File: src/rtl/alarm_snooze_ctrl.sv
`default_nettype none
// ============================================================================
// Module   : alarm_snooze_ctrl
// Purpose  : Alarm-match responder driving the buzzer, with snooze, dismiss,
//            auto-silence after a maximum ring time and a per-event snooze limit.
// Revision : 1.0  initial release
// ============================================================================
module alarm_snooze_ctrl #(
  parameter int SNOOZE_S   = 540,
  parameter int RING_S     = 60,
  parameter int MAX_SNOOZE = 3
) (
  input  logic                                clk,
  input  logic                                rst,
  input  logic                                tick,
  input  logic                                alarm_on,
  input  logic                                buzz_in,
  input  logic                                snooze_btn,
  input  logic                                dismiss_btn,
  output logic                                buzz_out,
  output logic [1:0]                          state_out,
  output logic [$clog2(MAX_SNOOZE+1)-1:0]     snooze_left,
  output logic [$clog2(SNOOZE_S+1)-1:0]       timer_out
);

  localparam int c_left_w  = $clog2(MAX_SNOOZE + 1);
  localparam int c_timer_w = $clog2(SNOOZE_S + 1);
  localparam int c_ring_w  = $clog2(RING_S + 1);

  localparam logic [c_left_w-1:0]  c_max_left  = c_left_w'(MAX_SNOOZE);
  localparam logic [c_timer_w-1:0] c_snooze_ld = c_timer_w'(SNOOZE_S);
  localparam logic [c_timer_w-1:0] c_timer_one = c_timer_w'(1);
  localparam logic [c_ring_w-1:0]  c_ring_last = c_ring_w'(RING_S - 1);

  typedef enum logic [1:0] {
    ST_IDLE   = 2'd0,
    ST_RING   = 2'd1,
    ST_SNOOZE = 2'd2,
    ST_DONE   = 2'd3
  } state_t;

  state_t                r_state;
  logic [c_left_w-1:0]   r_left;
  logic [c_timer_w-1:0]  r_timer;
  logic [c_ring_w-1:0]   r_ring_cnt;
  logic                  r_buzz_q;
  logic                  r_snz_q;
  logic                  r_dis_q;

  logic w_buzz_rise;
  logic w_snz_rise;
  logic w_dis_rise;

  // History regs clear on reset, so a match already high at release is an edge.
  assign w_buzz_rise = buzz_in     & ~r_buzz_q;
  assign w_snz_rise  = snooze_btn  & ~r_snz_q;
  assign w_dis_rise  = dismiss_btn & ~r_dis_q;

  always_ff @(posedge clk or posedge rst) begin
    if (rst) begin
      r_buzz_q <= 1'b0;
      r_snz_q  <= 1'b0;
      r_dis_q  <= 1'b0;
    end else begin
      r_buzz_q <= buzz_in;
      r_snz_q  <= snooze_btn;
      r_dis_q  <= dismiss_btn;
    end
  end

  always_ff @(posedge clk or posedge rst) begin
    if (rst) begin
      r_state    <= ST_IDLE;
      r_left     <= c_max_left;
      r_timer    <= '0;
      r_ring_cnt <= '0;
    end else if (!alarm_on) begin
      r_state    <= ST_IDLE;
      r_left     <= c_max_left;
      r_timer    <= '0;
      r_ring_cnt <= '0;
    end else begin
      case (r_state)
        ST_IDLE: begin
          if (w_buzz_rise) begin
            r_state    <= ST_RING;
            r_ring_cnt <= '0;
          end
        end
        ST_RING: begin
          // A snooze with no snoozes left is treated as no event at all.
          if (w_dis_rise) begin
            r_state <= ST_DONE;
          end else if (w_snz_rise && (r_left != '0)) begin
            r_state <= ST_SNOOZE;
            r_timer <= c_snooze_ld;
            r_left  <= r_left - 1'b1;
          end else if (tick) begin
            if (r_ring_cnt == c_ring_last) begin
              r_state <= ST_DONE;
            end
            r_ring_cnt <= r_ring_cnt + 1'b1;
          end
        end
        ST_SNOOZE: begin
          if (w_dis_rise) begin
            r_state <= ST_DONE;
            r_timer <= '0;
          end else if (tick) begin
            if (r_timer == c_timer_one) begin
              r_state    <= ST_RING;
              r_timer    <= '0;
              r_ring_cnt <= '0;
            end else if (r_timer != '0) begin
              r_timer <= r_timer - 1'b1;
            end
          end
        end
        ST_DONE: begin
          // Waiting out the match level blocks a re-trigger in the same minute.
          if (!buzz_in) begin
            r_state <= ST_IDLE;
            r_left  <= c_max_left;
          end
        end
        default: r_state <= ST_IDLE;
      endcase
    end
  end

  assign buzz_out    = (r_state == ST_RING);
  assign state_out   = r_state;
  assign snooze_left = r_left;
  assign timer_out   = r_timer;

endmodule
`default_nettype wire

File: config.mk
export PLATFORM = sky130hd
export DESIGN_NAME = alarm_snooze_ctrl
export DESIGN_NICKNAME = d
export VERILOG_FILES = /design/src/rtl/alarm_snooze_ctrl.sv
export SDC_FILE = /design/constraint.sdc
export NUM_CORES = 1
export LEC_CHECK = 0
export CORE_ASPECT_RATIO = 1.25
export CORE_MARGIN = 2
export CORE_UTILIZATION = 40
export CTS_CLUSTER_SIZE = 16
export DETAILED_ROUTE_END_ITERATION = 6
export PLACE_DENSITY = 0.63
export REMOVE_ABC_BUFFERS = 1
export SLEW_MARGIN = 40
export SYNTH_ARGS = -nofsm -noshare
export SYNTH_HDL_FRONTEND = slang
export SYNTH_SLANG_ARGS = --single-unit
File: constraint.sdc
create_clock -name clk -period 6.85 [get_ports clk]
set_input_delay 1.0275 -clock clk [delete_from_list [all_inputs] [get_ports clk]]
set_output_delay 1.0275 -clock clk [all_outputs]
set_load 0.01 [all_outputs]
# [After elaboration in Yosys (flattened, before gate mapping)]
# Index checks and enable logic that the tools add are counted.
[op_classes] n_addsub=3 n_eq_ne=22 mux=33 n_bitwise=6 reduce_logical=8
[ops] cell="10-bit 2-to-1 mux" count=7
[ops] cell="6-bit 2-to-1 mux" count=8
[ops] cell="2-bit 2-to-1 mux" count=14
[ops] cell="3-bit != test, second input constant" count=8
[ops] cell="10-bit one-hot mux with 2 select lines" count=1
[ops] cell="6-bit one-hot mux with 3 select lines" count=1
[ops] cell="10-bit by 1-bit equality test with 1-bit output, second input constant" count=1
[ops] cell="10-bit nonzero test" count=1
[ops] cell="10-bit by 1-bit subtractor with 10-bit output, second input constant" count=1
[ops] cell="4-bit != test, second input constant" count=2
[ops] cell="2-bit one-hot mux with 4 select lines" count=1
[ops] cell="8-bit AND reduction" count=1
[ops] cell="6-bit by 1-bit adder with 6-bit output, second input constant" count=1
[ops] cell="6-bit equality test, second input constant" count=1
[ops] cell="3-bit by 1-bit != test with 1-bit output, second input constant" count=2
[ops] cell="6-bit AND reduction" count=1
[ops] cell="5-bit by 2-bit != test with 1-bit output, second input constant" count=1
[ops] cell="5-bit by 3-bit != test with 1-bit output, second input constant" count=1
[ops] cell="5-bit != test, second input constant" count=1
[ops] cell="5-bit AND reduction" count=1
[ops] cell="2-bit equality test, second input constant" count=2
[ops] cell="4-bit by 1-bit != test with 1-bit output, second input constant" count=1
[ops] cell="2-bit one-hot mux with 2 select lines" count=1
[ops] cell="4-bit AND reduction" count=1
[ops] cell="8 further kinds" count=12
[word_totals] ff_bits=23 inputBits=7 output_inout_bits=15 word_cells=79

# [Depth between registers and ports, before layout]
[logic_depth] ltp_word=7 depth_mapped=8 depth_no_buf=7

# [Worst setup path after synthesis]
# OpenSTA, ideal clock, no wires.
[synth_path] path_type="input-to-reg" startpoint="input port snooze_btn" endpoint="register r_timer[2], in the netlist timer_out[2]" setup_time_ns=0.082 arrival_ns=2.337 t_required_ns=6.768 slack_ns=4.430 stages=6 n_path_buf=1 path_cell_list="nor3b_4 > nand3_1 > and3_4 > buf_6 > or3_1 > o22ai_1"
[synth_via] elab_chain_len=4
[synth_lines] item="start: declaration" line="18" text="input logic snooze_btn,"
[synth_lines] item="1-bit AND" line="56" text="assign w_snz_rise = snooze_btn & ~r_snz_q;"
[synth_lines] item="1-bit logical AND" line="94" text="end else if (w_snz_rise && (r_left != '0)) begin"
[synth_lines] item="3-bit by 2-bit != test with 1-bit output (no line)"
[synth_lines] item="5-bit AND reduction (no line)"
[synth_lines] item="end signal: assignment" line="96" text="r_timer <= c_snooze_ld;"
[synth_lines] item="end signal: assignment" line="115" text="r_timer <= r_timer - 1'b1;"
[synth_lines] item="end: declaration" line="44" text="logic [c_timer_w-1:0] r_timer;"
# Every way passes these cells.
# A chain may end at the register's enable or synchronous reset.

# [Worst setup path in the final report]
[layout_path] startpoint="register r_state[1], in the netlist state_out[1]" endpoint="output port buzz_out"
[layout_via] elab_chain_len=1
[layout_lines] item="start: declaration" line="42" text="state_t r_state;"
[layout_lines] item="start signal: assignment" line="73" text="r_state <= ST_IDLE;"
[layout_lines] item="start signal: assignment" line="78" text="r_state <= ST_IDLE;"
[layout_lines] item="start signal: assignment" line="86" text="r_state <= ST_RING;"
[layout_lines] item="2-bit by 1-bit equality test with 1-bit output" line="131" text="assign buzz_out = (r_state == ST_RING);"
[layout_lines] item="end: declaration" line="20" text="output logic buzz_out,"
# Every way passes these cells.

==> impl_metrics.json <==
{
  "ioPinCount": 22,
  "syn_area_um2": 1550,
  "critPathSlowestCell": "clkdlybuf4s50_1",
  "syn_inst": 163,
  "rows": 25,
  "finalSetupTns_ns": 0,
  "synth_seq_cells": 23,
  "hold_ws_ns": 0.5660,
  "syn2layout_area_growth_pct": 15.82,
  "die_area_um2": 4392,
  "die_w_um": 59.68,
  "max_freq_ghz": 0.3483,
  "gr-usage-all-layers_pct": 17.80,
  "synth_flop_cell": "dfrtp_1",
  "holdBufCountCts": 0,
  "slew_violations": 0,
  "die_y_um": 73.60,
  "ys_seq_area_share_pct": 37.29,
  "finalSetupViolCount": 0,
  "drtIter0Drc": 65,
  "drive_gt1_share_pct": 10.50,
  "cts_tree": "done",
  "dp_hpwl_um": 2616,
  "rsz0062_at_grt": "no",
  "power.leakage_nw": 0.7235,
  "ys_async_sr_fraction_pct": 100.0,
  "max-cap-violations": 0,
  "grt_max_degree": 24,
  "fin_ws_ns": 3.979,
  "slew-limit-headroom_pct": 68.59,
  "vias_per_cell": 6.018,
  "root_buffer": "clkbuf_8",
  "h-tree-depth": 1,
  "powerDensity_nw_per_um2": 257.4,
  "ir_worst_vdd_v": 0.0001136,
  "yosysUniqueCellTypes": 50,
  "coreArea_um2": 3754,
  "final_nets": 194,
  "place_congestion": 0.8902,
  "grt_pass1_wl_um": 6058,
  "cts.sinks": 23,
  "wl_per_cell_um": 15.70,
  "start_util_pct": 41.30,
  "diodes": 0,
  "r2r_setup_slack_ns": 4.56,
  "post-place-ws_ns": 3.847,
  "tightest_slew_ns": 0.4705,
  "cts_made_buffers": 3,
  "crit_type": "reg2out",
  "grt.overflow.total": 0,
  "arrival_ns": 1.84,
  "dr.pass1.iters": 4,
  "fin_worst_skew_ns": 0.002984,
  "ant_nets": 0,
  "hold_violations": 0,
  "clockBufferDepth": 2,
  "status": "complete, no violations",
  "worst-path-max-fanout": 12,
  "finalWirelength_um": 3470,
  "portBuffers": 21,
  "synth.avg_cell_area_um2": 9.511,
  "hold_class": "reg2reg",
  "fin_crit_sh_pct": 41.92,
  "ys_warn_count": 0,
  "cts_setup_buffers": 0,
  "cts_resized": 0,
  "drc_errors": 0,
  "grt_pass1_vias": 1276,
  "cpPeakStageDelay_ns": 0.60,
  "layout_min_cycle_time_ns": 2.871,
  "clkTransAtPathRegs_ns": 0.08,
  "cp_cell_sequence": "and2b_1 > clkdlybuf4s50_1",
  "synth_edf_count": 0,
  "vias": 1330,
  "critPathCaptureType": "output port",
  "fillers": 374,
  "antenna_found_initial": 0,
  "critical_path.startpoint_type": "flop",
  "insertion_delay_ns": 0.27,
  "final_util_pct": 47.83,
  "cp.required_ns": 5.82
}
final cells by class:
| cell class | count | area [um^2] | share of cell area (%) |
|---|---|---|---|
| repair buffers | 21 | 210.2 | 11.71 |
| inverters | 12 | 45.04 | 2.509 |
| flip-flops and latches | 23 | 578.1 | 32.20 |
| clock buffers | 4 | 45.04 | 2.509 |
| well taps | 40 | 50.05 | 2.787 |
| multi-input cells | 121 | 867.1 | 48.29 |
Yosys cell counts, types with 2 or more instances:
cell type	n	area (um^2)
a21oi_1	11	55.05
or2b_1	2	15.01
nor4_4	2	42.54
nor2_1	10	37.54
o22ai_1	2	12.51
dfstp_2	2	52.55
mux2_2	2	22.52
inv_1	12	45.04
and2b_1	2	15.01
nand2b_1	2	12.51
or3_1	2	12.51
nor4_1	2	12.51
o21ai_1	4	20.02
o21ai_0	7	35.03
dfrtp_1	21	525.5
nor3_1	5	25.02
or4_1	4	30.03
buf_4	3	22.52
o41ai_1	2	17.52
xnor2_1	2	17.52
nand3_1	9	45.04
o31ai_1	8	60.06
nand2_1	7	26.28
a31oi_1	7	43.79
buf_6	3	33.78
ha_1	5	62.56
a221oi_1	2	17.52
per-stage QoR:
step	cells	power (mW)	area (um^2)
after floorplan	156	0.3072	1490
after global placement	217	0.3774	1750
after detailed placement	217	0.3801	1750
after CTS	221	0.4668	1795
after global routing	221	0.4977	1795
final	221	0.4621	1795
cell usage in the layout, fill, tap and decap left out, drive strengths merged, types with 4 or more instances in the layout:
cell type and count:
a21oi 11, a31oi 7, clkbuf 4, clkdlybuf4s50 21
dfrtp 21, ha 5, inv 12, nand2 7
nand3 10, nor2 10, nor3 5, nor4 5
o21ai 11, o31ai 9, or4 4
worst paths after layout:
kind,startpoint,depth (start not counted),end
max,state_out[1],2,buzz_out
min,r_ring_cnt[0],2,r_ring_cnt[0]
max reg2reg,snooze_left[0],7,timer_out[5]
min reg2reg,r_ring_cnt[0],2,r_ring_cnt[0]
max in group asynchronous,rst,2,snooze_left[0]
min in group asynchronous,rst,2,timer_out[6]
cells by family (layout without fill, tap and decap cells):
family	Yosys count	in the layout	synth area share, %
AOI/OAI and AO/OA	50	50	22.52
xor gates and xnor gates	3	3	1.695
adders and majority gates	5	5	4.036
buffers and inverters	19	37	6.779
DFF	23	23	37.29
muxes	3	3	2.098
and+or+nand+nor	60	60	25.59
critical path, delay by kind of cell, from the launching register on:
| kind | cells | cell delay (ns) |
|---|---|---|
| flip-flops | 1 | 0.53 |
| buffers and inverters | 1 | 0.60 |
| AND/OR/NAND/NOR | 1 | 0.44 |
sequential cells by signal (all words and copies together) (netlist names):
register	flops
state_out	2
snooze_left	2
r_dis_q	1
timer_out	10
r_buzz_q	1
r_snz_q	1
r_ring_cnt	6
power breakdown:
group / internal, mW / switching, mW / leakage [nW]
clock: 0.0416 / 0.0430 / 0.0228
sequential: 0.158 / 0.0304 / 0.296
combinational: 0.0892 / 0.0998 / 0.405
total: 0.289 / 0.173 / 0.723
routing by layer:
layer	global-route usage (%)	routed length, um
met1	23.26	1521
met2	29.47	1780
met3	2.289	104
met4	6.914	64
met5	0	0
Note: power is estimated with default switching activity, not from simulation.
